<file path="config.mk">
export PLATFORM = sky130hd
export DESIGN_NAME = ysyx_idu_issue
export DESIGN_NICKNAME = d
export VERILOG_FILES = /design/src/rtl/ysyx_idu_issue_pkg.sv /design/src/rtl/ysyx_idu_issue_scoreboard.sv /design/src/rtl/ysyx_idu_issue.sv
export SDC_FILE = /design/constraint.sdc
export NUM_CORES = 1
export LEC_CHECK = 0
export ABC_CLOCK_PERIOD_IN_PS = 3000
export BUFFER_PORTS_ARGS = -buffer_cell sky130_fd_sc_hd__buf_2
export CORE_AREA = 2 2 141 143
export CTS_CLUSTER_SIZE = 16
export DETAILED_ROUTE_END_ITERATION = 12
export DIE_AREA = 0 0 143 145
export PLACE_DENSITY = 0.65
export RECOVER_POWER = 25
export SLEW_MARGIN = 20
export SYNTH_ARGS = -nofsm -noshare
export SYNTH_HDL_FRONTEND = slang
export SYNTH_HIERARCHICAL = 1
export SYNTH_SLANG_ARGS = --single-unit
export TNS_END_PERCENT = 5
</file>
<file path="constraint.sdc">
create_clock -name clk -period 3 [get_ports clk]
set_input_delay 0.3 -clock clk [delete_from_list [all_inputs] [get_ports clk]]
set_output_delay 0.3 -clock clk [all_outputs]
set_load 0.05 [all_outputs]
</file>
<file path="src/rtl/ysyx_idu_issue_pkg.sv">
// Shared decode constants for the IDU issue stage: RV32 major opcodes and the
// per-opcode source-register usage classification.
package ysyx_idu_issue_pkg;

  localparam logic [6:0] YSYX_OP_LUI    = 7'b0110111;
  localparam logic [6:0] YSYX_OP_AUIPC  = 7'b0010111;
  localparam logic [6:0] YSYX_OP_JAL    = 7'b1101111;
  localparam logic [6:0] YSYX_OP_JALR   = 7'b1100111;
  localparam logic [6:0] YSYX_OP_LOAD   = 7'b0000011;
  localparam logic [6:0] YSYX_OP_OP_IMM = 7'b0010011;
  localparam logic [6:0] YSYX_OP_SYSTEM = 7'b1110011;
  localparam logic [6:0] YSYX_OP_OP     = 7'b0110011;
  localparam logic [6:0] YSYX_OP_STORE  = 7'b0100011;
  localparam logic [6:0] YSYX_OP_BRANCH = 7'b1100011;

  typedef enum logic [1:0] {
    YSYX_SRC_NONE = 2'd0,
    YSYX_SRC_RS1  = 2'd1,
    YSYX_SRC_RS12 = 2'd2
  } ysyx_src_use_e;

  function automatic ysyx_src_use_e src_use(input logic [6:0] op);
    case (op)
      YSYX_OP_LUI, YSYX_OP_AUIPC, YSYX_OP_JAL:                      src_use = YSYX_SRC_NONE;
      YSYX_OP_JALR, YSYX_OP_LOAD, YSYX_OP_OP_IMM, YSYX_OP_SYSTEM:   src_use = YSYX_SRC_RS1;
      YSYX_OP_OP, YSYX_OP_STORE, YSYX_OP_BRANCH:                    src_use = YSYX_SRC_RS12;
      default:                                                      src_use = YSYX_SRC_NONE;
    endcase
  endfunction

  // Unrecognised opcodes never claim a destination.
  function automatic logic writes_rd(input logic [6:0] op);
    case (op)
      YSYX_OP_LUI, YSYX_OP_AUIPC, YSYX_OP_JAL, YSYX_OP_JALR,
      YSYX_OP_LOAD, YSYX_OP_OP_IMM, YSYX_OP_OP, YSYX_OP_SYSTEM:     writes_rd = 1'b1;
      default:                                                      writes_rd = 1'b0;
    endcase
  endfunction

endpackage

</file>
<file path="src/rtl/ysyx_idu_issue_scoreboard.sv">
// In-flight writer scoreboard: busy marks registers with an outstanding producer,
// spec_busy marks those whose producer was issued under an unresolved prediction.
module ysyx_idu_scoreboard #(
  parameter int NR_REG = 16,
  parameter int RIDX_W = $clog2(NR_REG)
) (
  input  logic              clk,
  input  logic              rst,
  input  logic              set_valid,
  input  logic [RIDX_W-1:0] set_rd,
  input  logic              set_spec,
  input  logic              clr_valid,
  input  logic [RIDX_W-1:0] clr_rd,
  input  logic              spec_commit,
  input  logic              flush,
  output logic [NR_REG-1:0] busy,
  output logic [NR_REG-1:0] spec_busy
);

  localparam logic [NR_REG-1:0] ONE_HOT0 = {{(NR_REG-1){1'b0}}, 1'b1};
  localparam logic [NR_REG-1:0] ZERO_V   = {NR_REG{1'b0}};

  logic [NR_REG-1:0] busy_r, spec_r;
  logic [NR_REG-1:0] busy_nxt_s, spec_nxt_s;
  logic [NR_REG-1:0] set_mask_s, clr_mask_s, busy_cl_s, spec_cl_s;

  // Next-state: retirement clears first, then a newer issue sets (set wins);
  // a flush drops every speculative producer and wins over commit.
  always_comb begin
    set_mask_s = set_valid ? (ONE_HOT0 << set_rd) : ZERO_V;
    clr_mask_s = clr_valid ? (ONE_HOT0 << clr_rd) : ZERO_V;
    busy_cl_s  = busy_r & ~clr_mask_s;
    spec_cl_s  = spec_r & ~clr_mask_s;
    busy_nxt_s = busy_cl_s;
    spec_nxt_s = spec_cl_s;
    if (flush) begin
      busy_nxt_s = busy_cl_s & ~spec_cl_s;
      spec_nxt_s = ZERO_V;
    end else begin
      busy_nxt_s = busy_cl_s | set_mask_s;
      spec_nxt_s = (spec_commit ? ZERO_V : spec_cl_s) | (set_spec ? set_mask_s : ZERO_V);
    end
    busy_nxt_s = busy_nxt_s & ~ONE_HOT0;
    spec_nxt_s = spec_nxt_s & ~ONE_HOT0;
  end

  // Scoreboard state register.
  always_ff @(posedge clk) begin
    if (rst) begin
      busy_r <= ZERO_V;
      spec_r <= ZERO_V;
    end else begin
      busy_r <= busy_nxt_s;
      spec_r <= spec_nxt_s;
    end
  end

  assign busy      = busy_r;
  assign spec_busy = spec_r;

endmodule

</file>
<file path="src/rtl/ysyx_idu_issue.sv">
// Decode/issue stage: one-entry holding register, multi-channel operand
// forwarding, RAW hazard detection against an internal scoreboard, and squash.
module ysyx_idu_issue
  import ysyx_idu_issue_pkg::*;
#(
  parameter int XLEN   = 32,
  parameter int NR_REG = 16,
  parameter int FWD_N  = 2,
  parameter int RIDX_W = $clog2(NR_REG)
) (
  input  logic                    clk,
  input  logic                    rst,
  input  logic                    in_valid,
  output logic                    in_ready,
  input  logic [31:0]             in_inst,
  input  logic [XLEN-1:0]         in_pc,
  input  logic                    in_spec,
  output logic [RIDX_W-1:0]       rf_raddr1,
  output logic [RIDX_W-1:0]       rf_raddr2,
  input  logic [XLEN-1:0]         rf_rdata1,
  input  logic [XLEN-1:0]         rf_rdata2,
  input  logic [FWD_N-1:0]        fwd_valid,
  input  logic [FWD_N*RIDX_W-1:0] fwd_rd,
  input  logic [FWD_N*XLEN-1:0]   fwd_data,
  input  logic                    wb_valid,
  input  logic [RIDX_W-1:0]       wb_rd,
  input  logic                    spec_commit,
  input  logic                    flush,
  output logic                    out_valid,
  input  logic                    out_ready,
  output logic [31:0]             out_inst,
  output logic [XLEN-1:0]         out_pc,
  output logic                    out_spec,
  output logic [XLEN-1:0]         out_rs1v,
  output logic [XLEN-1:0]         out_rs2v,
  output logic [RIDX_W-1:0]       out_rd,
  output logic                    out_wen,
  output logic                    out_illegal,
  output logic                    hazard_o
);

  localparam logic [5:0] NR_REG_L = 6'(NR_REG);

  logic            valid_r, spec_r;
  logic [31:0]     inst_r;
  logic [XLEN-1:0] pc_r;

  logic [6:0]        op_s;
  logic [4:0]        rd_f_s, rs1_f_s, rs2_f_s;
  logic [RIDX_W-1:0] rd_idx_s, rs1_idx_s, rs2_idx_s;
  ysyx_src_use_e     src_use_s;
  logic              use1_s, use2_s, wr_s;
  logic              oor_rd_s, oor1_s, oor2_s, illegal_s, wen_s;
  logic [FWD_N-1:0]  hit1_s, hit2_s;
  logic [XLEN-1:0]   fwd1_s, fwd2_s;
  logic              blocked1_s, blocked2_s, hazard_s;
  logic              issue_s, accept_s, out_valid_s, in_ready_s;
  logic [NR_REG-1:0] busy_s, spec_busy_s;

  assign op_s      = inst_r[6:0];
  assign rd_f_s    = inst_r[11:7];
  assign rs1_f_s   = inst_r[19:15];
  assign rs2_f_s   = inst_r[24:20];
  assign rd_idx_s  = rd_f_s[RIDX_W-1:0];
  assign rs1_idx_s = rs1_f_s[RIDX_W-1:0];
  assign rs2_idx_s = rs2_f_s[RIDX_W-1:0];

  assign src_use_s = src_use(op_s);
  assign use1_s    = (src_use_s != YSYX_SRC_NONE);
  assign use2_s    = (src_use_s == YSYX_SRC_RS12);
  assign wr_s      = writes_rd(op_s);

  assign oor_rd_s  = ({1'b0, rd_f_s}  >= NR_REG_L);
  assign oor1_s    = ({1'b0, rs1_f_s} >= NR_REG_L);
  assign oor2_s    = ({1'b0, rs2_f_s} >= NR_REG_L);
  // Illegal instructions still flow to the EXU to trap, but never claim rd.
  assign illegal_s = (use1_s & oor1_s) | (use2_s & oor2_s) | (wr_s & oor_rd_s);
  assign wen_s     = wr_s & (rd_f_s != 5'd0) & ~illegal_s;

  for (genvar g = 0; g < FWD_N; g++) begin : g_fwd
    assign hit1_s[g] = fwd_valid[g] & (fwd_rd[g*RIDX_W +: RIDX_W] == rs1_idx_s);
    assign hit2_s[g] = fwd_valid[g] & (fwd_rd[g*RIDX_W +: RIDX_W] == rs2_idx_s);
  end

  // Priority pick of forwarded data: walking down means channel 0 wins.
  always_comb begin
    fwd1_s = {XLEN{1'b0}};
    fwd2_s = {XLEN{1'b0}};
    for (int i = FWD_N - 1; i >= 0; i--) begin
      fwd1_s = hit1_s[i] ? fwd_data[i*XLEN +: XLEN] : fwd1_s;
      fwd2_s = hit2_s[i] ? fwd_data[i*XLEN +: XLEN] : fwd2_s;
    end
  end

  assign out_rs1v = (rs1_f_s == 5'd0) ? {XLEN{1'b0}} : ((|hit1_s) ? fwd1_s : rf_rdata1);
  assign out_rs2v = (rs2_f_s == 5'd0) ? {XLEN{1'b0}} : ((|hit2_s) ? fwd2_s : rf_rdata2);

  // Out-of-range fields have no scoreboard entry and so never stall.
  assign blocked1_s = use1_s & (rs1_f_s != 5'd0) & ~oor1_s & busy_s[rs1_idx_s] & ~(|hit1_s);
  assign blocked2_s = use2_s & (rs2_f_s != 5'd0) & ~oor2_s & busy_s[rs2_idx_s] & ~(|hit2_s);
  assign hazard_s   = valid_r & (blocked1_s | blocked2_s);

  assign out_valid_s = valid_r & ~hazard_s & ~flush;
  assign in_ready_s  = ~valid_r | (out_ready & ~hazard_s & ~flush);
  assign issue_s     = out_valid_s & out_ready;
  assign accept_s    = in_valid & in_ready_s & ~flush;

  // Stage register: flush drops, accept loads, issue empties, else hold.
  always_ff @(posedge clk) begin
    if (rst) begin
      valid_r <= 1'b0;
      inst_r  <= 32'd0;
      pc_r    <= {XLEN{1'b0}};
      spec_r  <= 1'b0;
    end else begin
      if (flush) begin
        valid_r <= 1'b0;
      end else if (accept_s) begin
        valid_r <= 1'b1;
      end else if (issue_s) begin
        valid_r <= 1'b0;
      end else begin
        valid_r <= valid_r;
      end
      if (accept_s) begin
        inst_r <= in_inst;
        pc_r   <= in_pc;
        spec_r <= in_spec;
      end else begin
        inst_r <= inst_r;
        pc_r   <= pc_r;
        spec_r <= spec_r;
      end
    end
  end

  ysyx_idu_scoreboard #(
    .NR_REG (NR_REG),
    .RIDX_W (RIDX_W)
  ) u_scoreboard (
    .clk         (clk),
    .rst         (rst),
    .set_valid   (issue_s & wen_s),
    .set_rd      (rd_idx_s),
    .set_spec    (spec_r),
    .clr_valid   (wb_valid),
    .clr_rd      (wb_rd),
    .spec_commit (spec_commit),
    .flush       (flush),
    .busy        (busy_s),
    .spec_busy   (spec_busy_s)
  );

  assign rf_raddr1   = rs1_idx_s;
  assign rf_raddr2   = rs2_idx_s;
  assign in_ready    = in_ready_s;
  assign out_valid   = out_valid_s;
  assign out_inst    = inst_r;
  assign out_pc      = pc_r;
  assign out_spec    = spec_r;
  assign out_rd      = rd_idx_s;
  assign out_wen     = wen_s;
  assign out_illegal = illegal_s;
  assign hazard_o    = hazard_s;

endmodule

</file>
==> results of run 1 <==
-- power by group through the flow --
stage	Sequential, mW	Combinational (mW)	Clock (mW)
5_1_grt	1.42	1.73	1.35
2_1_floorplan	1.61	1.02	0
3_3_place_gp	1.43	1.66	0
6_report	1.41	1.65	1.28
3_5_place_dp	1.43	1.67	0
4_1_cts	1.41	1.67	1.31
-- what timing repair did --
action | in CTS | in global routing
hold endpoints to repair | 0 | 0
gates resized for setup | 6 | 5
cloned | 0 | 0
setup buffers | 0 | 2
pin swaps | 0 | 1
setup endpoints to repair | 5 | 7
-- cell usage in the layout (no fill, tap or decap), drive strengths merged, types with 3 or more instances in the layout --
cell type / instances
a211oi: 66
a2bb2oi: 13
and2: 3
buf: 317
clkbuf: 70
dfxtp: 96
diode: 7
inv: 9
mux2i: 132
mux4: 8
nand2: 11
nand2b: 136
nand3: 18
nand3b: 5
nand4: 4
nor2: 68
nor2b: 6
nor3: 6
nor3b: 4
nor4: 3
o211ai: 13
o21ai: 19
o22ai: 12
o32ai: 3
xnor2: 4
xor2: 13
-- metal layers --
layer | wire (um) | track usage
met1 | 9830 | 0.271
met2 | 12300 | 0.400
met3 | 2370 | 0.0710
met4 | 480 | 0.0673
met5 | 26 | 0
-- sequential cells by signal, summed over array words and instances, names as in the netlist --
register,count
out_spec,1
u_scoreboard/busy,15
u_scoreboard/spec_busy,15
valid_r,1
out_inst,32
out_pc,32
-- cell type report --
class | instances | area share
Clock buffer | 9 | 0.0246
Multi-Input combinational cell | 574 | 0.498
Inverter | 6 | 0.00246
Clock inverter | 7 | 0.0111
Tap cell | 265 | 0.0362
Timing Repair Buffer | 378 | 0.213
Antenna cell | 7 | 0.00191
Sequential cell | 96 | 0.212
-- per-stage QoR --
step | util | total power [mW] | instance area (sq um) | std cells | setup slack (ns)
after floorplan | - | 2.63 | 6940 | 749 | -0.401
after global placement | 0.461 | 3.09 | 8850 | 1317 | 0.285
after detailed placement | 0.461 | 3.10 | 8850 | 1317 | 0.224
after CTS | 0.478 | 4.39 | 9190 | 1333 | 0.0104
after global routing | 0.476 | 4.50 | 9140 | 1337 | 0.00712
final | 0.477 | 4.33 | 9160 | 1342 | 0.135
-- worst max-delay path, cell delays in order (launching register included) --
cell,delay [ns]
dfxtp_2,0.38
xor2_1,0.20
nor4_4,0.45
buf_12,0.28
buf_4,0.22
mux2i_1,0.09
a211oi_1,0.27
buf_2,0.31
-- final timing paths --
check	to	slack, ns	cells after the start	from
max reg2reg	u_scoreboard/spec_busy[2]$_SDFF_PP0_	0.36	9	out_inst[6]$_SDFFE_PP0P_
min reg2reg	out_pc[1]$_SDFFE_PP0P_	0.47	2	out_pc[1]$_SDFFE_PP0P_
min	out_inst[16]$_SDFFE_PP0P_	0.20	3	in_inst[16]
max	out_rs2v[8]	0.14	7	out_inst[21]$_SDFFE_PP0P_
==> results by stage, run 1 <==
Timing:
- Of the available clock period, the critical path in the final layout requires 0.955.
- For this run, the top clock speed supported by timing is ~0.35 GHz.
- The final period demand of the worst path is about 2.9 ns.
- The number of endpoints failing setup at the final stage is 0.
- In this run the tightest slew margin relative to its limit is 0.527.
- The final-report hold violation count was 0.
- The clock skew is 0.00818 ns.
- After routing, the total negative slack on setup checks comes to 0 ns.
- Setup repair after global routing left no endpoint under its margin.
- The tightest hold path in the finished design has a slack of between 0.15 and 0.2 ns.
- The total count of max-transition violations in the final report is 0.
- The slew at the pin closest to its max-slew limit is 0.712 ns.

GRT:
- Global routing finished with a remaining overflow of 0.
- The number of antenna violations at the first check in global routing is 5.
- The first-pass GRT wire length is 37,100 um.
- Across every metal layer, demand over resource in global routing totals 0.231.
- Entering global routing, the biggest net connects 66 pins.
- The number of global-route vias before repair was 6,581.

Setup path:
- The required time of the critical path is roughly 2.7 ns.
- The kind of critical path is reg -> out.
- STA puts the critical path data arrival time at ~2.6 ns.
- The startpoint type of the worst setup path is a register.
- The maximum fanout along the worst path is 27.
- STA classifies the critical path endpoint as an output pin.

Power:
- Of the total power, the share spent switching nets is 0.410.
- Summed over all nets, the switching power comes to around 1.8 mW.
- Power spread over the standard cell area amounts to between 400 and 500 nW/um^2.
- The sequential group share of total power is 0.325.
- The total internal power is between 2 and 3 mW.
- Of the total power, the clock network draws 0.295.
- The logic gate share of total power is 0.380.
- The largest voltage drop on the vdd net is 296 uV.
- The static power due to leakage is 3.81 nW.

Floorplanning:
- The I/O pin count is 360.
- The initial standard-cell utilization of the core is 0.352.
- The chip height is 145 um.
- The floorplan step set the die width to approximately 140 um.
- The cell row count is 51.
- The die outline area is 20,700 sq um.
- The core region area is 19,200 sq um.

Clock tree:
- The longest clock path from root to sink contains 2 buffers.
- The hold-fix buffer count after cts is 0.
- Clock latency on the worst-skew pair, taken at its later pin, is 0.35 ns.
- The H-tree depth is 3.
- The clock tree from TritonCTS is yes.
- CTS placed an instance of clkbuf_16 at the clock tree root.
- The clock buffer count from CTS is 9.
- The number of clock sinks seen by CTS is 96.
- After clock tree synthesis, the clock-pin slew on the worst setup and hold paths is around 0.07 ns.

Placement:
- Buffers placed on the I/O ports in this run total around 360.
- Summed over all nets, the half-perimeter wirelength after detailed placement is ~20,000 um.
- The routability congestion estimate is 0.886.

Route:
- The detailed-router iteration count before antenna repair is 5.
- Across all layers, the routed design uses 6,825 vias.
- For this block, the initial DRC count from the detailed router was approximately 360.
- After detailed routing, the average wire length per cell comes to 18.6 um.
- In this run the remaining antenna-violating nets after routing total 0.
- The number of vias per cell after detailed routing is between 5 and 6.
- The total wirelength of the detailed-routed design is 25,000 um.
- For this run, design rule violations remaining after detail routing come to 0.

Synthesis:
- The number of nets in the synthesized netlist is 963.
- The mapped netlist covers roughly 6800 sq um.
- For this run, the number of Yosys warnings is 6.
- The synthesized netlist cell count is ~750.
- In this run the mean area of a mapped cell was approximately 9.0 sq um.

Run status:
- The flow ran to the end, and the final reports show no timing, DRC or antenna violations.

Finish:
- The number of nets in the final layout is between 1,000 and 1,500.
- Compared with the post-synthesis result, the final layout area differs by 35.5%.
- The multi-input gate area in the final layout is around 4600 sq um.
- The fraction of layout instances using a drive strength above 1 is 0.381.
- The sequential cell area in the final layout is around 1900 sq um.
- The count of filler cells inserted in the layout is about 1,900.

Job:
- The reported max-cap violation count is 0.

Worst hold path:
- The min-delay analysis places its worst path in the category in -> reg.
Power figures use the tool's default switching activity.
==> run 2: changes to the inputs <==
--- a/config.mk
+++ b/config.mk
@@ -7,11 +7,10 @@
 export LEC_CHECK = 0
 export ABC_CLOCK_PERIOD_IN_PS = 3000
 export BUFFER_PORTS_ARGS = -buffer_cell sky130_fd_sc_hd__buf_2
-export CORE_AREA = 2 2 141 143
+export CORE_ASPECT_RATIO = 1.75
+export CORE_UTILIZATION = 30
 export CTS_CLUSTER_SIZE = 16
 export DETAILED_ROUTE_END_ITERATION = 12
-export DIE_AREA = 0 0 143 145
-export PLACE_DENSITY = 0.65
 export RECOVER_POWER = 25
 export SLEW_MARGIN = 20
 export SYNTH_ARGS = -nofsm -noshare
==> results by stage, run 2 (synthesis gave the netlist of run 1 again) <==
Floorplanning:
- The die is 201 um tall.
- The I/O pin count is 360.
- The cell row count is roughly 70.
- The core region area is 22,100 sq um.
- The die outline area is roughly 23,000 sq um.
- For this configuration, the core starts out at a cell density of 0.306.
- The die is about 120 um wide.

Timing:
- On the final layout, the worst clock skew is approximately 0.01 ns.
- The worst hold margin is 0.195 ns.
- The worst slew slack as a fraction of its limit is 0.562.
- For the pin with the worst max-slew slack, the measured transition is 0.660 ns.
- Setup violations remaining at the end of the flow were counted as 0.
- Setup repair after global routing could not meet its margin everywhere.
- The final-report hold violation count came to 0.
- The total count of max-transition violations in the final report is 0.
- For this run, the top clock speed supported by timing is ~0.34 GHz.
- Counting I/O delays and the setup requirement, the final critical path takes ~2.9 ns.
- The final setup TNS is 0 ns.
- The portion of the clock cycle consumed by the worst path in the final layout is 0.966.

Job:
- Max-cap violations in this run came to 0.

Finish:
- The area growth from synthesis to final layout is 36.1%.
- For this run, the post-layout net count is roughly 1,300.
- The filler cells instantiated in the layout total around 2,300.
- In the final layout, the share of cells above drive strength 1 is 0.391.
- The library cell used most frequently in the layout, excluding fill and tap cells, is buf_2.
- The top cell types in the final layout, fill and taps aside, are buf_2, nand2b_1, mux2i_1, dfxtp_1, nor2_1.

GRT:
- The leftover overflow at the end of global routing is 0.
- The number of antenna violations at the first check in global routing came to 4.
- For this run, the total global-route usage over all layers was measured as 0.199.
- Entering global routing, the biggest net connects 106 pins.
- The number of global-route vias before repair is around 6,600.
- The first global-routing pass estimated between 30,000 and 40,000 um of wire.

Worst hold path:
- The worst hold path depth is 3.
- The class of the worst hold path is in -> reg.
- The source of the worst hold timing path is in_inst[4].
- The path with the worst hold slack has its endpoint at out_inst[4]$_SDFFE_PP0P_.

Clock tree:
- The clock root buffer master is clkbuf_16.
- The clock transition at the register clock pins on the worst setup and hold paths after CTS is around 0.07 ns.
- The clock buffer count from CTS is 9.
- The clock drives 96 sinks.
- The hold-fix buffer count after cts is 0.
- In this run the deepest clock path goes through 2 buffers.
- The clock latency on the worst-skew pair is 0.35 ns.
- The H-tree depth is 3.
- TritonCTS built the clock tree.

Route:
- The number of vias per cell after detailed routing is ~5.
- The total via count in the routed design is about 6,800.
- For this block, the initial DRC count from the detailed router was ~260.
- The final routed wire length divided by cell count is around 17 um.
- The detailed-router iteration count before antenna repair is 4.
- In the routed design, unresolved DRC markers number 0.
- The number of nets still failing antenna checks after routing is 0.
- The total wirelength of the detailed-routed design is 23,800 um.

Setup path:
- The critical path endpoint category is an output pin.
- At the worst endpoint, the required time is about 2.7 ns.
- In this run the worst path has a maximum fanout of 32.
- On the worst path, the slowest cell contributes a delay of 0.54 ns.
- The signal on the critical path passes through xor2_1, nor4_4, buf_12, mux2i_2, a211oi_2, buf_2.
- The signal arrival time at the worst endpoint is 2.60 ns.
- The worst register-to-register path begins at out_inst[15]$_SDFFE_PP0P_.
- The kind of critical path is reg -> out.
- The slowest stage of the critical path is the dfxtp_1 cell.
- The dominant delay contributor by cell family on the critical path is flip-flops.
- The critical path buffer and inverter count is 2.
- The endpoint of the most critical register-to-register path is u_scoreboard/busy[13]$_SDFF_PP0_.
- The reg-to-reg setup timing slack is 0.31 ns.
- The startpoint type of the worst setup path is a register.
- The depth of the most critical reg-to-reg path is 9.

Power:
- For this design the static power due to leakage is 3.85 nW.
- The largest voltage drop on the vdd net is a little over 400 uV.
- The cell area power density is about 470 nW/um^2.

Placement:
- The detailed-placement wirelength estimate is around 18,000 um.
- The count of buffers inserted at the top-level ports is about 360.
- At the end of routability-driven placement, the weighted congestion stood at 0.813.

Run status:
- The run finished with clean final reports.
run 2: cell count changes in the layout (fill, tap and decap cells not counted), moves of 3 or more:
cell | previous run | this run
diode_2 | 7 | 4
buf_4 | 12 | 9
buf_2 | 298 | 309
clkbuf_1 | 60 | 48
run 2: report_power, final:
part	total, mW	internal, mW	switching (mW)
sequential	1.40	1.33	0.0688
clock	1.23	0.728	0.505
combinational	1.65	0.485	1.16
total	4.29	2.55	1.74
run 2: what timing repair did:
| item | CTS | global route |
|---|---|---|
| buffers inserted | 0 | 0 |
| cloned | 0 | 0 |
| endpoints found under the setup margin | 8 | 8 |
| resized for setup | 5 | 7 |
| pin swaps | 0 | 1 |
run 2: layout make-up:
cell class	count	area [sq um]	share of cell area
Multi-Input combinational cell	574	4570	0.497
Timing Repair Buffer	376	1970	0.215
Sequential cell	96	1930	0.210
Tap cell	296	370	0.0403
Clock buffer	10	229	0.0249
Clock inverter	5	82.6	0.00898
Inverter	6	22.5	0.00245
Antenna cell	4	10.0	0.00109
run 2: per-stage QoR:
step                      std cells   util  worst slack, ns  total power, mW  area, sq um
final                          1367  0.417            0.101             4.29         9190
after global routing           1364  0.416          -0.0535             4.46         9190
after CTS                      1363  0.418           0.0108             4.33         9220
after detailed placement       1348  0.403            0.183             3.10         8900
after global placement         1348  0.403            0.265             3.09         8900
after floorplan                 749      -           -0.401             2.63         6940
run 2: per-layer routing:
layer / global-route usage / up-vias / part of all wire
met1: 0.190 / 3125 / 0.36
met4: 0.103 / 2 / 0.038
met3: 0.0380 / 50 / 0.068
li1: - / 3316 / -
met5: 0 / - / 0.00042
met2: 0.386 / 312 / 0.53
run 2: how the worst max path moves through the flow:
| stage | start | end | slack (ns) | depth (start not counted) |
|---|---|---|---|---|
| floorplan | out_inst[20]$_SDFFE_PP0P_ | out_rs2v[11] | -0.40 | 6 |
| global placement | out_inst[20]$_SDFFE_PP0P_ | u_scoreboard/spec_busy[12]$_SDFF_PP0_ | 0.27 | 9 |
| detailed placement | out_inst[20]$_SDFFE_PP0P_ | u_scoreboard/busy[13]$_SDFF_PP0_ | 0.18 | 9 |
| CTS | out_inst[22]$_SDFFE_PP0P_ | out_rs2v[4] | 0.01 | 8 |
| global route | out_inst[22]$_SDFFE_PP0P_ | out_rs2v[2] | -0.05 | 8 |
| finish | out_inst[16]$_SDFFE_PP0P_ | out_rs1v[2] | 0.10 | 6 |
run 2: tightest hold or removal path, delay by kind of cell:
kind          cells  cell delay [ns]
simple gates      1             0.05
mux               1             0.06
buf+inv           1             0.10
==> run 3: changes to the inputs <==
--- a/config.mk
+++ b/config.mk
@@ -7,7 +7,8 @@
 export LEC_CHECK = 0
 export ABC_CLOCK_PERIOD_IN_PS = 3000
 export BUFFER_PORTS_ARGS = -buffer_cell sky130_fd_sc_hd__buf_2
-export CORE_ASPECT_RATIO = 1.75
+export CORE_ASPECT_RATIO = 1.25
+export CORE_MARGIN = 3
 export CORE_UTILIZATION = 30
 export CTS_CLUSTER_SIZE = 16
 export DETAILED_ROUTE_END_ITERATION = 12
==> results by stage, run 3 (synthesis gave the netlist of run 1 again) <==
Floorplanning:
- The cell row count is 60.
- The width of the chip is roughly 140 um.
- The chip height is 174 um.
- For this configuration, the core starts out at a cell density of 0.309.
- The core region is 21,800 sq um.
- The die covers ~24,000 sq um.
- The I/O pin count is between 300 and 400.

Route:
- In the final routed layout, each cell accounts on average for 19.4 um.
- Before antenna repair, the detailed router went through 5 iterations.
- Using the TritonRoute via totals, the vias-per-cell ratio works out to 5.10.
- The detail route stage leaves a number of antenna-violating nets equal to 0.
- The routed layout has 6,935 vias.
- The final layout contains routed wiring with a total length of 26,400 um.
- For this block, the initial DRC count from the detailed router was 306.
- For this run, design rule violations remaining after detail routing come to 0.

Finish:
- The area growth from synthesis to final layout is 37.5%.
- The top cell types in the final layout, fill and taps aside, are buf_2, nand2b_1, mux2i_1, dfxtp_1, nor2_1.
- The finished layout holds between 1,000 and 1,500 standard cells, fillers aside.
- In the final design database the tool counted 1,288 nets.
- The post-route cell area is about 9300 sq um.
- The commonest non-fill, non-tap cell in the layout is buf_2.
- At the end of the flow the core is filled with cells to 0.425.
- The fraction of layout instances using a drive strength above 1 is 0.390.

Setup path:
- Setup slack on the worst reg-to-reg path comes out at 0.33 ns.
- The startpoint type of the worst setup path is a register.
- Counting cells, the worst reg-to-reg path comes to 9.
- The signal arrival time at the worst endpoint is approximately 2.7 ns.
- The critical path endpoint category is an output pin.
- The endpoint of the most critical register-to-register path is u_scoreboard/spec_busy[2]$_SDFF_PP0_.
- At the worst endpoint, the required time is about 2.7 ns.
- Of all nets on the critical path, the largest fanout is 16.
- The origin of the critical flop-to-flop path is out_inst[18]$_SDFFE_PP0P_.
- The kind of critical path is reg -> out.

Timing:
- The clock arrives with ~0.0094 ns of skew.
- The total count of max-transition violations in the final report is 0.
- Of the available clock period, the critical path in the final layout requires 0.982.
- The number of endpoints failing setup at the final stage is 0.
- The slew at the pin closest to its max-slew limit is slightly below 0.7 ns.
- The worst slew slack as a fraction of its limit is 0.541.
- The final-report hold violation count is 0.
- The final period demand of the worst path is 2.95 ns.
- The maximum operating frequency is between 0.3 and 0.4 GHz.

GRT:
- The first global-routing pass estimated ~40,000 um of wire.
- The number of global-route vias before repair was 6,745.
- The largest net degree at the start of global routing is between 60 and 70.
- The number of antenna violations at the first check in global routing is 12.
- The overall track demand over capacity in global routing is 0.204.
- For this run the aggregate overflow at the end of global routing stands at 0.

Power:
- The logic gate share of total power is 0.388.
- IR analysis of the VDD net gives a maximum drop of between 200 and 300 uV.
- In this run the static leakage power is 3.88 nW.
- The sequential group share of total power is 0.321.
- The switching share of total power is 0.405.
- For this design the total switching power over the nets is around 1.8 mW.
- The design draws around 4.4 mW.
- Of the total power, the clock network draws 0.291.
- The cell area power density is ~470 nW/um^2.
- The total internal power is 2.59 mW.

Worst hold path:
- The class of the worst hold path is in -> reg.
- Along the worst hold path, the cell count comes to 3.
- The sink of the worst hold path is out_inst[5]$_SDFFE_PP0P_.
- The startpoint identified for the worst hold timing path is in_inst[5].

Placement:
- The total cell area at the placement stage is approximately 9000 sq um.
- After detailed placement, the design holds a cell count of roughly 1,300.
- Once detailed placement completed, the half-perimeter wirelength came to between 20,000 and 25,000 um.
- In this run the tool buffered the top-level ports with 359 buffer cells.
- The routability congestion estimate is between 0.9 and 1.

Clock tree:
- The clock buffer count from CTS is 9.
- The clock tree buffer depth is 2.
- After clock tree synthesis, the clock-pin slew on the worst setup and hold paths is about 0.070 ns.
- The number of clock sinks seen by CTS is 96.
- At the later pin of the worst-skew pair, clock insertion delay measures 0.34 ns.
- The H-tree depth is 3.
- The clock tree from TritonCTS is yes.
- The root buffer cell chosen for the clock tree is clkbuf_16.

Run status:
- The run finished with clean final reports.

Job:
- The reported max-cap violation count is 0.
==> run 3: stage by stage <==
step / TNS (ns) / setup WS, ns / hold slack [ns]
after global placement: 0 / 0.199 / 0.442
after global routing: -0.0208 / -0.00522 / 0.199
after detailed placement: 0 / 0.152 / 0.453
after CTS: 0 / 0.00289 / 0.195
after floorplan: -15.66 / -0.401 / 0.373
final: 0 / 0.0549 / 0.204
==> run 3: worst max-delay path by stage <==
stage,slack (ns),from,depth (start not counted),to
floorplan,-0.40,out_inst[20]$_SDFFE_PP0P_,6,out_rs2v[11]
global placement,0.20,out_inst[23]$_SDFFE_PP0P_,7,hazard_o
detailed placement,0.15,out_inst[23]$_SDFFE_PP0P_,9,u_scoreboard/spec_busy[2]$_SDFF_PP0_
CTS,0.003,out_inst[23]$_SDFFE_PP0P_,7,hazard_o
global route,-0.005,out_inst[22]$_SDFFE_PP0P_,9,out_rs2v[9]
finish,0.05,out_inst[22]$_SDFFE_PP0P_,9,out_rs2v[9]
==> run 3: critical path, cell delays in order, from the launching register on <==
cell and delay (ns):
dfxtp_4 0.40, buf_4 0.16, xnor2_1 0.14, nand2_1 0.10, nor4_4 0.34, buf_4 0.21
buf_6 0.25, mux2i_1 0.11, a211oi_1 0.28, buf_2 0.31
==> run 3: cell type report <==
cell class | instances | area [sq um]
fill | 2197 | 12600
multi-input combinational | 574 | 4580
timing repair buffer | 387 | 2060
sequential | 96 | 1940
tap | 279 | 349
clock buffer | 10 | 239
clock inverter | 6 | 90.1
inverter | 6 | 22.5
antenna | 2 | 5.00
==> run 3: power groups by stage <==
stage	clock (mW)	sequential (mW)	combinational (mW)
final	1.27	1.40	1.69
after global routing	1.36	1.41	1.78
after CTS	1.30	1.40	1.71
after detailed placement	0	1.43	1.71
after global placement	0	1.43	1.70
after floorplan	0	1.61	1.02
==> run 3: what timing repair did <==
action                                  CTS  global route
setup buffers                             0             1
resized for setup                         6            10
endpoints found under the setup margin   13             9
gates cloned                              0             1
pin swaps                                 0             2
hold buffers                              0             0
==> run 3: metal layers <==
metal / vias up / global-route usage / share of wire
met1: 3204 / 0.239 / 0.39
met5: - / 0 / 0.0042
met3: 49 / 0.0676 / 0.099
met2: 331 / 0.353 / 0.48
met4: 16 / 0.0622 / 0.028
li1: 3335 / - / -
